File: config.mk
export PLATFORM = sky130hd
export DESIGN_NAME = wb_unit
export DESIGN_NICKNAME = d
export VERILOG_FILES = /design/src/rtl/wb_pkg.sv /design/src/rtl/wb_unit.sv
export SDC_FILE = /design/constraint.sdc
export NUM_CORES = 1
export LEC_CHECK = 0
export ABC_AREA = 1
export CORE_AREA = 2 2 197 199
export DETAILED_ROUTE_END_ITERATION = 8
export DIE_AREA = 0 0 199 201
export GPL_TIMING_DRIVEN = 0
export HOLD_SLACK_MARGIN = 0.12
export SYNTH_ARGS = -nofsm -noshare
export SYNTH_HDL_FRONTEND = slang
export SYNTH_SLANG_ARGS = --single-unit
File: constraint.sdc
create_clock -name i_clk -period 3.2 [get_ports i_clk]
set_input_delay 0.96 -clock i_clk [delete_from_list [all_inputs] [get_ports i_clk]]
set_output_delay 0.96 -clock i_clk [all_outputs]
set_load 0.005 [all_outputs]
File: src/rtl/wb_pkg.sv
// rtl/wb_pkg.sv - shared writeback-stage data types
package wb_pkg;

  typedef logic [31:0] reg_data_t;

  typedef struct packed {
    logic       rd_we;
    logic [4:0] rd;
  } decode_t;

  typedef struct packed {
    logic      valid;
    reg_data_t code;
    reg_data_t tval;
  } except_t;

  typedef struct packed {
    logic      valid;
    reg_data_t pc;
    decode_t   decode;
    except_t   except;
  } issued_instr_t;

endpackage

File: src/rtl/wb_unit.sv
// rtl/wb_unit.sv - writeback stage: register commit, instret, trap/flush sequencing
module wb_unit
    import wb_pkg::*;
#(
    parameter int unsigned DRAIN_CYCLES = 2,
    parameter int unsigned INSTRET_W    = 64
) (
    input  logic                 i_clk,
    input  logic                 i_rst,
    input  issued_instr_t        i_instr,
    input  reg_data_t            i_data,
    input  reg_data_t            i_trap_vec,
    input  logic                 i_instret_we,
    input  logic [INSTRET_W-1:0] i_instret_wdata,
    input  logic [31:0]          i_log_fd,
    output logic                 o_rd_wen,
    output logic [4:0]           o_rd_idx,
    output reg_data_t            o_rd_data,
    output logic                 o_flush,
    output logic                 o_redirect_valid,
    output reg_data_t            o_redirect_pc,
    output logic                 o_trap_valid,
    output reg_data_t            o_trap_epc,
    output reg_data_t            o_trap_cause,
    output reg_data_t            o_trap_tval,
    output logic [INSTRET_W-1:0] o_instret
);

    typedef enum logic [1:0] {
        ST_RUN   = 2'd0,
        ST_TRAP  = 2'd1,
        ST_DRAIN = 2'd2
    } state_t;

    state_t     state, state_nxt;
    logic [3:0] drain_cnt, drain_cnt_nxt;
    logic       retire;
    logic       trap_start;

    assign retire     = (state == ST_RUN) && i_instr.valid && !i_instr.except.valid;
    assign trap_start = (state == ST_RUN) && i_instr.valid &&  i_instr.except.valid;

    always_ff @(posedge i_clk) begin
        if (i_rst) begin
            state     <= ST_RUN;
            drain_cnt <= 4'd0;
        end else begin
            state     <= state_nxt;
            drain_cnt <= drain_cnt_nxt;
        end
    end

    always_comb begin
        state_nxt     = state;
        drain_cnt_nxt = drain_cnt;
        case (state)
            ST_RUN: begin
                if (trap_start) state_nxt = ST_TRAP;
            end
            ST_TRAP: begin
                drain_cnt_nxt = 4'(DRAIN_CYCLES);
                state_nxt     = ST_DRAIN;
            end
            ST_DRAIN: begin
                drain_cnt_nxt = drain_cnt - 4'd1;
                if (drain_cnt == 4'd1) state_nxt = ST_RUN;
            end
            default: begin
                state_nxt     = ST_RUN;
                drain_cnt_nxt = 4'd0;
            end
        endcase
    end

    assign o_trap_valid     = (state == ST_TRAP);
    assign o_redirect_valid = (state == ST_TRAP);
    assign o_redirect_pc    = (state == ST_TRAP) ? i_trap_vec : '0;
    assign o_flush          = (state != ST_RUN);

    always_ff @(posedge i_clk) begin
        if (i_rst) begin
            o_rd_wen     <= 1'b0;
            o_rd_idx     <= 5'd0;
            o_rd_data    <= '0;
            o_trap_epc   <= '0;
            o_trap_cause <= '0;
            o_trap_tval  <= '0;
            o_instret    <= '0;
        end else begin
            o_rd_wen <= 1'b0;
            if (retire) begin
                o_rd_wen  <= i_instr.decode.rd_we && (i_instr.decode.rd != 5'd0);
                o_rd_idx  <= i_instr.decode.rd;
                o_rd_data <= i_data;
            end
            if (trap_start) begin
                o_trap_epc   <= i_instr.pc;
                o_trap_cause <= i_instr.except.code;
                o_trap_tval  <= i_instr.except.tval;
            end
            if (i_instret_we)
                o_instret <= i_instret_wdata;
            else if (retire)
                o_instret <= o_instret + INSTRET_W'(1);
        end
    end

`ifndef SYNTHESIS
    always @(posedge i_clk) begin
        if (!i_rst && (i_log_fd != 32'd0) && i_instr.valid)
            $display("wb pc=%h exc=%b rd=%0d data=%h",
                     i_instr.pc, i_instr.except.valid, i_instr.decode.rd, i_data);
    end
`endif

endmodule

==> out/metrics.sh, run 1 <==
PEAKVDDDROP_mV=0.479
CP_DATA_ARRIVAL_TIME_NS=2.08
P_LEAK_nW=6.55
H_TREE_DEPTH=1
INSERTION_DELAY_NS=0.53
TRITONCTS.NUM_BUFFERS=25
WIRE_LENGTH_OF_THE_FIRST_GLOBAL_ROUTING_PASS_UM=68600
FINALNETCOUNT=2317
SYNTH.AREA.TOP_CELLS='sky130_fd_sc_hd__dfxtp_1 41%, sky130_fd_sc_hd__nor2_1 15%, sky130_fd_sc_hd__nand2_1 11%'
SYNTH-COMPOUND-AREA-SHARE_PCT=13.6
SYNTH_SEQ_AREA_SHARE_PCT=40.6
SEQPWRFRAC_PCT=38.0
ANTENNA_VIOLATIONS_BEFORE_REPAIR=4
SYNTH-SIMPLE-AREA-SHARE_PCT=33.9
ASYNC_S_R_FF_SHARE_SYNTH_PCT=0
SYN_AREA_PER_CELL_UM2=6.48
GRT_OVERFLOW=0
WORST_HOLD_PATH_TYPE='flop to flop'
DETAILEDROUTE.FIRSTPASSITERATIONCOUNT=7
NUM_ROWS=72
COMMONEST_NON_FILL_NON_TAP_CELLS_IN_THE_LAYOUT='466 x sky130_fd_sc_hd__clkdlybuf4s50_1, 396 x sky130_fd_sc_hd__nor2_1, 289 x sky130_fd_sc_hd__nand2_1'
DIE_W_UM=199
DP_CELLS=2535
FINAL-MAX-SLEW-VIOLATION-COUNT=0
FINAL.MIN_CLOCK_PERIOD_NS=3.04
REGAREA_UM2=4080
GRT_MAX_DEGREE=14
RSZ0062_AT_GRT='false'
FINALHOLDVIOLCOUNT=0
SYN_AREA_UM2=10100
POWER_SWITCHING_SHARE_PCT=31.1
POWER.SWITCHING_W=0.00262
AREA_TAKEN_BY_MULTI_INPUT_LOGIC_GATES_UM2=5040
FMAX_MHz=328
NUMBER_OF_CELLS_PRODUCED_BY_SYNTHESIS=1551
COMB_POWER_SHARE_PCT=29.9
NUM_VIAS=11800
SLEW_HEADROOM_PCT=50.7
ENDPOINT_KIND='output pin'
LAYOUT.CELLS.MOST_COMMON='sky130_fd_sc_hd__clkdlybuf4s50_1'
DIE_HEIGHT_UM=201
R2R_START='state[1]$_SDFFE_PP0P_'
WORST_HOLD_PATH.NUM_CELLS=2
MAIN_COMBINATIONAL_CELL_FAMILY_BY_AREA_AFTER_SYNTHESIS='simple AND/OR/NAND/NOR gates'
SYNTHDISTINCTLIBCELLS=35
FINAL_CORE_UTILIZATION_PCT=42.4
DRT_DRC_VIOLATIONS_LEFT=0
COREAREA_UM2=38100
TIMING.FINAL.SETUP_VIOLATIONS=0
MAX_CAP_VIOL_COUNT=0
POWER_DENSITY_nW_PER_UM2=522
PWR-SHARE-CLK_PCT=32.2
SYNTH_TOP_CELL_AREA_SHARE_PCT=40.6
IOPINCOUNT=500
DETAIL-ROUTE-ANTENNA-NETS=0
R2R_END='o_instret[53]$_SDFFE_PP0P_'
TRITONCTS='yes'
CTS_MAX_PATH_BUFFERS=3
SYNTHMUXAREASHARE_PCT=0
CLK_ROOT_BUFFER_CELL='sky130_fd_sc_hd__clkbuf_16'
REQUIRED_NS=2.24
DRT_WL_TOTAL_UM=46200
WORSTSETUPSTARTPOINTTYPE='flop'
SETUP_TNS_FINAL_NS=0
TRITONCTS_NUM_SINKS=204
IO_BUFFERS=466
CRIT_PATH_MAX_FANOUT=10
ROUTE.DETAILED.VIAS_PER_INST=4.56
AREA.GROWTH.SYNTH_TO_FINAL_PCT=60.8
PLACE.DETAILED.HPWL_UM=37200
FIRST_GLOBAL_VIAS=11700
R2R_CELLS=11
POST_SYNTH_FA_HA_MAJ_AREA_FRACTION_PCT=0.871
WORST-SLEW-PIN-TRANSITION_NS=0.740
LAYOUT_WORST_PATH_CYCLE_SHARE_PCT=95.1
GRT_USAGE_PCT=22.5
WHS_ENDPOINT='o_trap_epc[26]$_SDFFE_PP0P_'
WL_PER_CELL_UM=17.9
YS.WARNINGS.COUNT=0
NUMBER_OF_FLOPS_MAPPED_TO_ENABLE_CELLS_BY_YOSYS=0
FRACTION_OF_SYNTHESIZED_CELL_AREA_IN_XOR_AND_XNOR_CELLS_PCT=1.66
INITIAL_UTILIZATION_PCT=26.4
MIN-DELAY-START='o_trap_epc[26]$_SDFFE_PP0P_'
P_INT_W=0.00581
FINAL_WEIGHTED_CONGESTION_IN_ROUTABILITY_DRIVEN_PLACEMENT=0.935
NUMBER_OF_REGISTER_BITS_INFERRED_BY_SYNTHESIS=204
SYNTHESIS.NETS=1825
FILLCELLCOUNT=3915
FINCLKSKEW_NS=0.0108
FINAL-INSTANCE-COUNT-EXCL-FILL=2582
RUN_STATUS='finished, final reports clean'
FINAL_LAYOUT_SIZE_SUFFIX_GT1_SHARE_PCT=5.63
FINALPOWER_W=0.00843
FIRST_ITER_VIOLATIONS=589
SETUP_SLACK_REG_TO_REG_NS=0.91
CLK_PIN_SLEW_NS=0.06
SYNTH_TOP_AREA_CELL='sky130_fd_sc_hd__dfxtp_1'
DIE_AR_UM2=40000
SYNTH_TOP_FLOP_CELL='sky130_fd_sc_hd__dfxtp_1'
SETUP_BUFS_POST_CTS=0
HOLDBUFCOUNTCTS=0
WORST-SETUP-PATH-TYPE='flop to output pin'
metrics by stage:
stage | instance area (um2) | hold slack, ns | setup slack [ns]
3_5_place_dp | 15400 | 0.492 | 0.178
5_1_grt | 16200 | 0.527 | 0.00411
4_1_cts | 16100 | 0.510 | 0.0245
3_3_place_gp | 15400 | 0.478 | 0.175
6_report | 16200 | 0.501 | 0.156
2_1_floorplan | 10100 | 0.484 | 1.04
how the worst max path moves through the flow:
stage | slack, ns | start | cells past startpoint | endpoint
after floorplan | 1.04 | state[1]$_SDFFE_PP0P_ | 6 | o_redirect_pc[10]
after global placement | 0.18 | i_trap_vec[30] | 4 | o_redirect_pc[30]
after detailed placement | 0.18 | i_trap_vec[30] | 4 | o_redirect_pc[30]
after CTS | 0.02 | state[1]$_SDFFE_PP0P_ | 6 | o_redirect_pc[30]
after global routing | 0.004 | state[1]$_SDFFE_PP0P_ | 6 | o_redirect_pc[30]
final | 0.16 | state[1]$_SDFFE_PP0P_ | 6 | o_redirect_pc[30]
power groups by stage:
stage | registers (W) | clock network (W) | logic, W
final | 0.00320 | 0.00271 | 0.00252
after global routing | 0.00325 | 0.00288 | 0.00275
after CTS | 0.00319 | 0.00279 | 0.00254
after detailed placement | 0.00324 | 0 | 0.00252
after global placement | 0.00323 | 0 | 0.00250
after floorplan | 0.00322 | 0 | 0.000896
state kept, by name (all words and copies together), names as in the netlist:
register / count
o_rd_wen: 1
o_rd_idx: 5
drain_cnt: 4
o_instret: 64
o_trap_cause: 32
o_trap_epc: 32
o_trap_tval: 32
state: 2
o_rd_data: 32
layer usage:
layer | vias up | GRT usage [%] | share of wire [%]
met3 | 94 | 6.80 | 8.9
met1 | 5329 | 24.3 | 37
met4 | 4 | 10.0 | 4.7
met2 | 459 | 40.2 | 49
met5 | - | 0 | 0.054
li1 | 5892 | - | -
worst max-delay path, stage by stage, from the launching register on:
cell                              delay (ns)
sky130_fd_sc_hd__dfxtp_1                0.31
sky130_fd_sc_hd__inv_1                  0.14
sky130_fd_sc_hd__ha_4                   0.21
sky130_fd_sc_hd__buf_2                  0.21
sky130_fd_sc_hd__nand2_1                0.11
sky130_fd_sc_hd__inv_1                  0.06
sky130_fd_sc_hd__clkdlybuf4s50_1        0.50
layout make-up:
class	instances	share of cell area, %
timing repair buffer	466	28.9
inverter	164	3.81
buffer	71	2.03
tap	518	4.01
clock inverter	12	0.495
antenna	2	0.0310
sequential	204	25.3
clock buffer	34	4.33
multi-input combinational	1111	31.2
cells by family (layout without fill, tap and decap cells):
logic type	after synthesis	in the layout
other	0	2
DFF	204	204
buffers and inverters	236	747
adders and majority gates	7	7
and+or+nand+nor	822	822
xor gates and xnor gates	19	19
AOI/OAI and AO/OA	263	263
synth_stat cells (2+ instances only):
master,instances
sky130_fd_sc_hd__nor2_4,8
sky130_fd_sc_hd__inv_1,155
sky130_fd_sc_hd__nor2_1,396
sky130_fd_sc_hd__nor2_2,15
sky130_fd_sc_hd__ha_1,7
sky130_fd_sc_hd__nand3_2,2
sky130_fd_sc_hd__a21oi_1,43
sky130_fd_sc_hd__buf_2,16
sky130_fd_sc_hd__buf_6,2
sky130_fd_sc_hd__o21ai_0,183
sky130_fd_sc_hd__inv_2,8
sky130_fd_sc_hd__a211oi_1,3
sky130_fd_sc_hd__dfxtp_1,204
sky130_fd_sc_hd__nand3_1,64
sky130_fd_sc_hd__nand2_2,9
sky130_fd_sc_hd__nand3b_1,2
sky130_fd_sc_hd__o21ai_1,11
sky130_fd_sc_hd__nand4_1,22
sky130_fd_sc_hd__nor3_1,10
sky130_fd_sc_hd__buf_4,6
sky130_fd_sc_hd__clkbuf_1,48
sky130_fd_sc_hd__a22o_1,2
sky130_fd_sc_hd__a31oi_1,18
sky130_fd_sc_hd__xor2_1,16
sky130_fd_sc_hd__xnor2_1,3
sky130_fd_sc_hd__nand2_1,289
what timing repair did:
item                                    4_1_cts  5_1_grt
hold endpoints to repair                      0        0
gates resized for setup                       4        2
endpoints found under the setup margin       30       23
Note: power is estimated with default switching activity, not from simulation.
==> inputs of run 2 (changes only) <==
- CTS_CLUSTER_DIAMETER: default -> 30
- clock period: 3.2 -> 3 ns (I/O delays scaled with it)
==> run 2 against run 1 <==
Against the previous run:
- clock skew is 0.0090 ns higher
- sequential share of layout area is 1.9 points lower
- critical path depth is 2 lower
- critical path type is now input port to output pin
- critical endpoint is now o_redirect_pc[16]
- largest cell class is now buffers
- highest routed layer unchanged
==> out/metrics.sh, run 2 (same netlist as run 1, synthesis figures left out) <==
RUN_STATUS='finished, final reports clean'
WORST_HOLD_PATH_TYPE='flop to flop'
CLK_PIN_SLEW_NS=0.05
FIRST_ITER_VIOLATIONS=562
WORSTSETUPSTARTPOINTTYPE='input port'
RSZ0062_AT_GRT='false'
DETAIL-ROUTE-ANTENNA-NETS=0
TIMING.FINAL.SETUP_VIOLATIONS=0
FINAL.MIN_CLOCK_PERIOD_NS=2.87
WL_PER_CELL_UM=17.8
IO_BUFFERS=466
TRITONCTS.NUM_BUFFERS=56
WIRE_LENGTH_OF_THE_FIRST_GLOBAL_ROUTING_PASS_UM=70400
REQUIRED_NS=2.10
GRT_OVERFLOW=0
WORST-SETUP-PATH-TYPE='input port to output pin'
CRIT_PATH_MOST_REPEATED_CELL='sky130_fd_sc_hd__clkdlybuf4s50_1'
COREAREA_UM2=38100
FINCLKSKEW_NS=0.0198
WORST_PATH_LARGEST_CELL_DELAY_NS=0.50
CRITICAL_PATH.CELL_CHAIN='clkdlybuf4s50_1 > nand2_1 > inv_1 > clkdlybuf4s50_1'
LAYOUT.CELLS.MOST_COMMON='sky130_fd_sc_hd__clkdlybuf4s50_1'
FINAL-MAX-SLEW-VIOLATION-COUNT=0
AREA.GROWTH.SYNTH_TO_FINAL_PCT=73.8
FIRST_GLOBAL_VIAS=12200
CRIT_PATH_MAX_FANOUT=1
CLK_ROOT_BUFFER_CELL='sky130_fd_sc_hd__clkbuf_16'
AREA_TAKEN_BY_MULTI_INPUT_LOGIC_GATES_UM2=5040
CP_SLOWEST_CELL='sky130_fd_sc_hd__clkdlybuf4s50_1'
ENDPOINT_KIND='output pin'
H_TREE_DEPTH=2
FINAL_LAYOUT_SIZE_SUFFIX_GT1_SHARE_PCT=8.53
WORST-SLEW-PIN-TRANSITION_NS=0.773
TRITONCTS='yes'
DRT_WL_TOTAL_UM=47100
DIE_AR_UM2=40000
COMMONEST_NON_FILL_NON_TAP_CELLS_IN_THE_LAYOUT='461 x sky130_fd_sc_hd__clkdlybuf4s50_1, 396 x sky130_fd_sc_hd__nor2_1, 289 x sky130_fd_sc_hd__nand2_1'
WORSTPATHBUFFERINVERTERCOUNT=3
NUM_VIAS=12000
MAX_CAP_VIOL_COUNT=0
DIE_W_UM=199
INSERTION_DELAY_NS=0.60
LAYOUT_WORST_PATH_CYCLE_SHARE_PCT=95.7
REGMOSTFLOPS='o_instret'
ANTENNA_VIOLATIONS_BEFORE_REPAIR=4
DIE_HEIGHT_UM=201
FINAL_WEIGHTED_CONGESTION_IN_ROUTABILITY_DRIVEN_PLACEMENT=0.935
FINALNETCOUNT=2352
FINALHOLDVIOLCOUNT=0
IOPINCOUNT=500
SETUP_TNS_FINAL_NS=0
FINAL_CORE_UTILIZATION_PCT=45.9
GRT_MAX_DEGREE=17
CTS_MAX_PATH_BUFFERS=3
FMAX_MHz=348
SLEW_HEADROOM_PCT=48.5
INITIAL_UTILIZATION_PCT=26.4
FILLCELLCOUNT=3788
DRT_DRC_VIOLATIONS_LEFT=0
TRITONCTS_NUM_SINKS=204
CP_DATA_ARRIVAL_TIME_NS=1.97
DETAILEDROUTE.FIRSTPASSITERATIONCOUNT=5
LARGEST_REGISTER_FF_COUNT=64
FINALPOWER_W=0.0125
GRT_USAGE_PCT=23.3
TOP_FAMILY_BY_DELAY_ON_CRITICAL_PATH='buffers and inverters'
REGAREA_UM2=4080
NUM_ROWS=72
P_LEAK_nW=7.23
PLACE.DETAILED.HPWL_UM=37200
PEAKVDDDROP_mV=0.710
ROUTE.DETAILED.VIAS_PER_INST=4.55
POWER_DENSITY_nW_PER_UM2=714
==> run 2: cell types whose count changed in the layout (fill, tap and decap cells not counted), moves of 3 or more <==
cell | previous run | this run
sky130_fd_sc_hd__buf_4 | 6 | 9
sky130_fd_sc_hd__clkbuf_8 | 4 | 14
sky130_fd_sc_hd__clkinv_2 | 6 | 13
sky130_fd_sc_hd__clkbuf_16 | 25 | 56
sky130_fd_sc_hd__bufinv_16 | 0 | 9
sky130_fd_sc_hd__dlygate4sd2_1 | 0 | 3
sky130_fd_sc_hd__clkdlybuf4s50_1 | 466 | 461
==> run 2: cell type report <==
type | instances | area share, %
clock buffers | 71 | 9.03
inverters | 164 | 3.52
flip-flops and latches | 204 | 23.4
repair buffers | 470 | 26.9
plain buffers | 71 | 2.03
diodes | 2 | 0.0286
well taps | 518 | 3.71
multi-input cells | 1111 | 28.9
clock inverters | 31 | 2.58
==> run 2: what timing repair did <==
action,CTS,global route
setup buffers,1,2
hold buffers,0,0
cloned,1,0
gates resized for setup,19,4
endpoints found under the hold margin,0,0
endpoints found under the setup margin,33,28
==> run 2: path summary, 6_finish.rpt <==
path                                                  start                     endpoint  slack (ns)  cells past startpoint
worst min-delay path            o_trap_epc[26]$_SDFFE_PP0P_  o_trap_epc[26]$_SDFFE_PP0P_        0.50                      2
worst max register to register        state[0]$_SDFFE_PP0P_   o_instret[53]$_SDFFE_PP0P_        0.85                     11
worst min register to register  o_trap_epc[26]$_SDFFE_PP0P_  o_trap_epc[26]$_SDFFE_PP0P_        0.50                      2
worst max-delay path                         i_trap_vec[16]            o_redirect_pc[16]        0.13                      4
==> run 2: worst min-delay path, stage by stage (launching register included) <==
cell and delay [ns]:
sky130_fd_sc_hd__dfxtp_1 0.32, sky130_fd_sc_hd__o21ai_1 0.07, sky130_fd_sc_hd__nor2_1 0.07
==> run 2: metal layers <==
metal,GRT usage (%),vias to the layer above,part of all wire (%)
li1,-,5988,-
met1,24.2,5426,37
met2,40.7,486,49
met3,7.75,119,8.5
met4,13.7,4,5.6
met5,0,-,0.053
==> run 2: through the flow <==
step	setup slack, ns	hold WS (ns)	cell area, um2	std cells
3_3_place_gp	0.0953	0.478	15400	2535
3_5_place_dp	0.0795	0.492	15400	2535
4_1_cts	0.00106	0.507	17500	2639
2_1_floorplan	0.897	0.484	10100	1551
6_report	0.128	0.497	17500	2642
5_1_grt	0.00952	0.525	17500	2640
==> run 2: power breakdown <==
| part | switching [W] | internal (W) |
|---|---|---|
| clock | 0.00186 | 0.00445 |
| combinational | 0.00128 | 0.00147 |
| sequential | 0.000291 | 0.00314 |
| total | 0.00342 | 0.00906 |
==> inputs of run 3 (changes only) <==
- SKIP_LAST_GASP: default -> 1
==> results of run 3 <==
Same layout as run 2: the final DEF is identical, and so are final timing and power.
